$ cat src/rtl/wb_port_arbiter_if.sv
// Writeback port arbiter bus interface.
// Groups the three writeback requesters, the write-port stall and the
// registered register-file write port into one bundle.
//   req_i        per-source write request, bit k = source k
//   addrK_i      destination register of source K
//   dataK_i      write data of source K
//   stall_i      write port unavailable this cycle
//   ack_o        one-hot combinational grant
//   wb_valid_o   write-port enable (registered)
//   wb_sel_o     select code of the source on the port (registered)
//   wb_addr_o    write-port address (registered)
//   wb_data_o    write-port data (registered)
// Modports: master = requesters / register-file side, slave = arbiter.
interface wb_port_arbiter_if #(
    parameter int unsigned WIDTH  = 16,
    parameter int unsigned ADDR_W = 4
) ();
    logic [2:0]        req_i;
    logic [ADDR_W-1:0] addr0_i;
    logic [ADDR_W-1:0] addr1_i;
    logic [ADDR_W-1:0] addr2_i;
    logic [WIDTH-1:0]  data0_i;
    logic [WIDTH-1:0]  data1_i;
    logic [WIDTH-1:0]  data2_i;
    logic              stall_i;
    logic [2:0]        ack_o;
    logic              wb_valid_o;
    logic [1:0]        wb_sel_o;
    logic [ADDR_W-1:0] wb_addr_o;
    logic [WIDTH-1:0]  wb_data_o;

    modport master (
        output req_i, addr0_i, addr1_i, addr2_i, data0_i, data1_i, data2_i, stall_i,
        input  ack_o, wb_valid_o, wb_sel_o, wb_addr_o, wb_data_o
    );

    modport slave (
        input  req_i, addr0_i, addr1_i, addr2_i, data0_i, data1_i, data2_i, stall_i,
        output ack_o, wb_valid_o, wb_sel_o, wb_addr_o, wb_data_o
    );
endinterface

$ cat src/rtl/wb_port_arbiter.sv
// Writeback port arbiter.
// Shares the single register-file write port between three writeback sources
// (0 = ALU result, 1 = load data, 2 = link/PC). A round-robin pointer picks the
// first requesting source at or after it; the winner is acknowledged in the
// same cycle and its address/data are registered onto the write port at the
// closing edge. A stall freezes the port and the pointer.
// Ports:
//   clk    system clock, rising edge
//   reset  synchronous, active-high reset
//   bus    wb_port_arbiter_if slave modport (requests, stall, ack, write port)
module wb_port_arbiter #(
    parameter int unsigned WIDTH  = 16,
    parameter int unsigned ADDR_W = 4
) (
    input  logic              clk,
    input  logic              reset,
    wb_port_arbiter_if.slave  bus
);

    // Next source in rotation; an illegal pointer value of 3 wraps to 0.
    function automatic logic [1:0] wrap_inc(input logic [1:0] a);
        return (a >= 2'd2) ? 2'd0 : a + 2'd1;
    endfunction

    logic [1:0]        ptr_q, ptr_d;
    logic [1:0]        ptr_eff;
    logic              valid_q, valid_d;
    logic [1:0]        sel_q, sel_d;
    logic [ADDR_W-1:0] addr_q, addr_d;
    logic [WIDTH-1:0]  data_q, data_d;

    logic              grant_any;
    logic [1:0]        grant_idx;
    logic [1:0]        cand;
    logic [2:0]        ack;

    assign ptr_eff = (ptr_q == 2'd3) ? 2'd0 : ptr_q;

    // Round-robin search: ptr, ptr+1, ptr+2 (mod 3), first requester wins.
    always_comb begin
        grant_any = 1'b0;
        grant_idx = ptr_eff;
        cand      = ptr_eff;
        for (int i = 0; i < 3; i++) begin
            if (!grant_any && bus.req_i[cand]) begin
                grant_any = 1'b1;
                grant_idx = cand;
            end
            cand = wrap_inc(cand);
        end
        if (reset || bus.stall_i) begin
            grant_any = 1'b0;
        end
    end

    always_comb begin
        ack = 3'b000;
        if (grant_any) begin
            case (grant_idx)
                2'd0:    ack = 3'b001;
                2'd1:    ack = 3'b010;
                default: ack = 3'b100;
            endcase
        end
    end

    // Next-state for the write port. Stall holds everything; an idle,
    // unstalled cycle only drops valid.
    always_comb begin
        ptr_d   = ptr_q;
        valid_d = valid_q;
        sel_d   = sel_q;
        addr_d  = addr_q;
        data_d  = data_q;
        if (!bus.stall_i) begin
            if (grant_any) begin
                valid_d = 1'b1;
                ptr_d   = wrap_inc(grant_idx);
                case (grant_idx)
                    2'd0: begin
                        sel_d  = 2'b00;
                        addr_d = bus.addr0_i;
                        data_d = bus.data0_i;
                    end
                    2'd1: begin
                        sel_d  = 2'b01;
                        addr_d = bus.addr1_i;
                        data_d = bus.data1_i;
                    end
                    default: begin
                        sel_d  = 2'b10;
                        addr_d = bus.addr2_i;
                        data_d = bus.data2_i;
                    end
                endcase
            end else begin
                valid_d = 1'b0;
            end
        end
    end

    always_ff @(posedge clk) begin
        if (reset) begin
            ptr_q   <= 2'd0;
            valid_q <= 1'b0;
            sel_q   <= 2'b00;
            addr_q  <= '0;
            data_q  <= '0;
        end else begin
            ptr_q   <= ptr_d;
            valid_q <= valid_d;
            sel_q   <= sel_d;
            addr_q  <= addr_d;
            data_q  <= data_d;
        end
    end

    assign bus.ack_o      = ack;
    assign bus.wb_valid_o = valid_q;
    assign bus.wb_sel_o   = sel_q;
    assign bus.wb_addr_o  = addr_q;
    assign bus.wb_data_o  = data_q;

endmodule

$ cat src/flat_wrapper.sv
// flat-port wrapper written by rule: the top's interface ports become plain ports
module wb_port_arbiter_flat 
#(
    parameter int unsigned WIDTH  = 16,
    parameter int unsigned ADDR_W = 4
)
  (clk, reset, bus_req_i, bus_addr0_i, bus_addr1_i, bus_addr2_i, bus_data0_i, bus_data1_i, bus_data2_i, bus_stall_i, bus_ack_o, bus_wb_valid_o, bus_wb_sel_o, bus_wb_addr_o, bus_wb_data_o);
  wb_port_arbiter_if #(.WIDTH(WIDTH), .ADDR_W(ADDR_W)) bus_i ();
  input  logic clk;
  input  logic reset;
  input wire logic [$bits(bus_i.req_i)-1:0] bus_req_i;
  input wire logic [$bits(bus_i.addr0_i)-1:0] bus_addr0_i;
  input wire logic [$bits(bus_i.addr1_i)-1:0] bus_addr1_i;
  input wire logic [$bits(bus_i.addr2_i)-1:0] bus_addr2_i;
  input wire logic [$bits(bus_i.data0_i)-1:0] bus_data0_i;
  input wire logic [$bits(bus_i.data1_i)-1:0] bus_data1_i;
  input wire logic [$bits(bus_i.data2_i)-1:0] bus_data2_i;
  input wire logic [$bits(bus_i.stall_i)-1:0] bus_stall_i;
  output wire logic [$bits(bus_i.ack_o)-1:0] bus_ack_o;
  output wire logic [$bits(bus_i.wb_valid_o)-1:0] bus_wb_valid_o;
  output wire logic [$bits(bus_i.wb_sel_o)-1:0] bus_wb_sel_o;
  output wire logic [$bits(bus_i.wb_addr_o)-1:0] bus_wb_addr_o;
  output wire logic [$bits(bus_i.wb_data_o)-1:0] bus_wb_data_o;
  assign bus_i.req_i = bus_req_i;
  assign bus_i.addr0_i = bus_addr0_i;
  assign bus_i.addr1_i = bus_addr1_i;
  assign bus_i.addr2_i = bus_addr2_i;
  assign bus_i.data0_i = bus_data0_i;
  assign bus_i.data1_i = bus_data1_i;
  assign bus_i.data2_i = bus_data2_i;
  assign bus_i.stall_i = bus_stall_i;
  assign bus_ack_o = bus_i.ack_o;
  assign bus_wb_valid_o = bus_i.wb_valid_o;
  assign bus_wb_sel_o = bus_i.wb_sel_o;
  assign bus_wb_addr_o = bus_i.wb_addr_o;
  assign bus_wb_data_o = bus_i.wb_data_o;
  wb_port_arbiter #(.WIDTH(WIDTH), .ADDR_W(ADDR_W)) u_core (.clk(clk), .reset(reset), .bus(bus_i));
endmodule
$ cat config.mk
export PLATFORM = sky130hd
export DESIGN_NAME = wb_port_arbiter_flat
export DESIGN_NICKNAME = d
export VERILOG_FILES = /design/src/rtl/wb_port_arbiter_if.sv /design/src/rtl/wb_port_arbiter.sv /design/src/flat_wrapper.sv
export SDC_FILE = /design/constraint.sdc
export NUM_CORES = 1
export LEC_CHECK = 0
export BUFFER_PORTS_ARGS = -buffer_cell sky130_fd_sc_hd__buf_2
export CAP_MARGIN = 5
export CORE_MARGIN = 4
export CORE_UTILIZATION = 40
export DETAILED_ROUTE_END_ITERATION = 8
export GPL_TIMING_DRIVEN = 0
export PLACE_DENSITY = 0.79
export RECOVER_POWER = 25
export SYNTH_ARGS = -nofsm -noshare
export SYNTH_HDL_FRONTEND = slang
export SYNTH_SLANG_ARGS = --single-unit
$ cat constraint.sdc
create_clock -name clk -period 2.05 [get_ports clk]
set_clock_uncertainty 0.2 [all_clocks]
set_input_delay 0.1025 -clock clk [delete_from_list [all_inputs] [get_ports clk]]
set_output_delay 0.1025 -clock clk [all_outputs]
set_load 0.1 [all_outputs]
==> flow_metrics.py <==
metrics = {
    "pwr": {
        "power_leakage_nw": 1.267,
        "ir_worst_vdd_mv": 0.6302,
        "p_per_area_nw_per_um2": 952.2,
        "total_power_w": 0.002940,
    },
    "timing": {
        "grt_setup_unrepaired": "yes",
        "timing.fmax_ghz": 0.4024,
        "final-setup-viol-count": 26,
        "slew_viol_final": 0,
        "fin_crit_ns": 2.485,
        "worstMarginPinSlew_ns": 1.185,
        "max_slew_margin": 0.2131,
        "worst_slack_ns": -0.4354,
        "final.period_utilization": 1.212,
        "hold_viol_final": 0,
    },
    "floorplan": {
        "initial_core_util": 0.4130,
        "fp.dieH_um": 72.04,
        "io_pins": 92,
        "dieArea_um2": 5189,
        "core_um2": 3971,
        "rows": 23,
        "dieWidth_um": 72.04,
    },
    "critical_path": {
        "crit_top_cell": "buf_12",
        "critPathMaxFanout": 5,
        "slowest_delay_ns": 0.38,
        "arrival_ns": 2.18,
        "crit_required_ns": 1.75,
        "worstSetupEndpointType": "output port",
        "start_kind": "flip-flop",
        "ff2ff_setup_slack_ns": -0.43,
        "path_buf_inv": 5,
        "path_delay_family": "buffers and inverters",
        "cp_slowest_cell": "dfxtp_4",
        "crit_chain": "inv_2, ha_4, buf_2, buf_4, nor3_4, o21ai_2, nand3_4, buf_12, nor3b_4, buf_12",
        "crit_cells": 10,
        "reg2regPathDepth": 10,
        "crit_type": "reg -> out",
    },
    "yosys": {
        "syn_area_per_cell_um2": 9.593,
        "synth_seq_area_share": 0.2929,
        "synth_area_um2": 1640,
        "ys_warn_count": 0,
        "synth_nets": 239,
        "yosysUniqueCellTypes": 34,
        "syn_inst": 171,
        "synth_seq_cells": 24,
    },
    "placed_design": {
        "gp_congestion": 0.8708,
        "portBuffers": 90,
        "hpwlAfterDp_um": 3809,
        "post-place-ws_ns": -0.6038,
    },
    "status": {
        "status": "finished, violations left",
        "violations": "setup timing",
    },
    "global_routing": {
        "antenna_found_initial": 0,
        "grt_pass1_wl_um": 10230,
        "grt_pass1_vias": 2189,
        "grt_usage": 0.2480,
        "grt-ovfl-total": 0,
        "grt_max_degree": 15,
    },
    "finish": {
        "drive_above_1_share": 0.5741,
        "mostFrequentLayoutCell": "buf_2",
        "layout.nets": 386,
        "syn2layout_area_growth_pct": 88.25,
        "mostFrequentLayoutCells": "buf_2 (83), dlygate4sd3_1 (37), nor2_1 (23)",
        "antenna_cells": 0,
    },
    "route": {
        "drt-initial-drc-count": 62,
        "vias": 2068,
        "drtAntennaViolNets": 0,
        "viasPerCell": 5.635,
        "detail_route.wirelength_um": 6972,
        "firstDrtPassIters": 4,
        "wl_per_cell_um": 19.00,
        "drcViolationCount": 0,
    },
    "worst_hold_path": {
        "holdPathStages": 3,
        "min_path_type": "in -> reg",
    },
    "clocking": {
        "clkSlewWorstSetupHoldPaths_ns": 0.09,
        "cts.sinks": 24,
        "htree_levels": 1,
        "cts_buffers": 3,
        "cts_buffer_depth": 2,
        "root_buffer": "clkbuf_8",
        "worstSkewPairLatency_ns": 0.27,
        "cts_tree": "yes",
    },
    "flow_run": {
        "cap_violations": 0,
    },
}
## cell families after synthesis
family,synth area share
buffers and inverters,0.08466
adder cells (fa/ha/maj),0.02212
AND/OR/NAND/NOR,0.1472
AO/OA/AOI/OAI,0.4531
flip-flops,0.2929
## through the flow
step | hold slack (ns) | TNS, ns | instances | util | instance area, um2
floorplan | 0.05153 | -3.350 | 171 | - | 1708
global placement | 0.1838 | -6.067 | 311 | 0.5592 | 2221
detailed placement | 0.1903 | -7.067 | 311 | 0.5592 | 2221
CTS | 0.0009497 | -8.201 | 366 | 0.7363 | 2924
global route | 0.02042 | -10.55 | 367 | 0.7776 | 3088
finish | 0.002989 | -9.002 | 367 | 0.7776 | 3088
## worst register-to-register path, delay by kind of cell, from the launching register on
kind,cells,cell delay [ns]
simple gates,1,0.42
flops,1,0.38
buf+inv,5,0.56
compound gates,3,0.51
fa+ha+maj,1,0.27
## state kept, by name, summed over array words and instances, names as in the netlist
| name | flops |
|---|---|
| u_core.bus.wb_valid_o | 1 |
| u_core.bus.wb_addr_o | 4 |
| u_core.bus.wb_sel_o | 1 |
| u_core.bus.wb_data_o | 16 |
| u_core.ptr_q | 2 |
## routing by layer
layer | vias up | track usage | part of all wire
met5 | - | 0 | 0
met4 | 0 | 0.09186 | 0.032
met3 | 24 | 0.05125 | 0.063
met2 | 98 | 0.4796 | 0.56
met1 | 995 | 0.2603 | 0.35
li1 | 951 | - | -
## power breakdown
group	switching, W	total [W]	internal [W]
combinational	0.00125	0.00192	0.000671
sequential	0.0000500	0.000595	0.000545
clock	0.000168	0.000429	0.000261
total	0.00146	0.00294	0.00148
## worst paths after layout
path,startpoint,end
max,u_core.ptr_q[1],bus_ack_o[2]
min,bus_data2_i[15],u_core.bus.wb_data_o[15]
max reg2reg,u_core.ptr_q[1],u_core.bus.wb_data_o[11]
min reg2reg,u_core.bus.wb_valid_o,u_core.bus.wb_valid_o
## repair_timing
item                                    CTS  global route
endpoints found under the hold margin    21             0
endpoints found under the setup margin   26            26
resized for setup                        38            22
pin swaps                                21             6
hold buffers                             37             0
buffers inserted                         14             1
gates cloned                              1             0
## Yosys cell counts, drive strengths merged
library cell | n | share of area
nor2b | 3 | 0.011
a221oi | 20 | 0.18
a2111oi | 1 | 0.0092
dfxtp | 24 | 0.29
nand3 | 1 | 0.011
a211oi | 24 | 0.17
nand2b | 2 | 0.012
nor3 | 2 | 0.0092
inv | 3 | 0.0069
o21bai | 1 | 0.0046
a31oi | 2 | 0.0076
nor3b | 3 | 0.014
nor4 | 1 | 0.0038
and3 | 1 | 0.0038
buf | 13 | 0.059
and3b | 1 | 0.0053
or3 | 1 | 0.0069
maj3 | 1 | 0.0069
nor2 | 25 | 0.057
nand2 | 5 | 0.013
ha | 2 | 0.015
o21ai | 24 | 0.073
a21oi | 4 | 0.012
clkbuf | 7 | 0.018
## layout make-up
type                    instances  area, um2
flip-flops and latches         24      485.5
inverters                       3      11.26
plain buffers                  19      195.2
fillers                       256      883.3
clock inverters                 1      30.03
clock buffers                   3      41.29
well taps                      50      62.56
repair buffers                143      984.7
multi-input cells             124       1277
(Power assumes the default switching activity.)
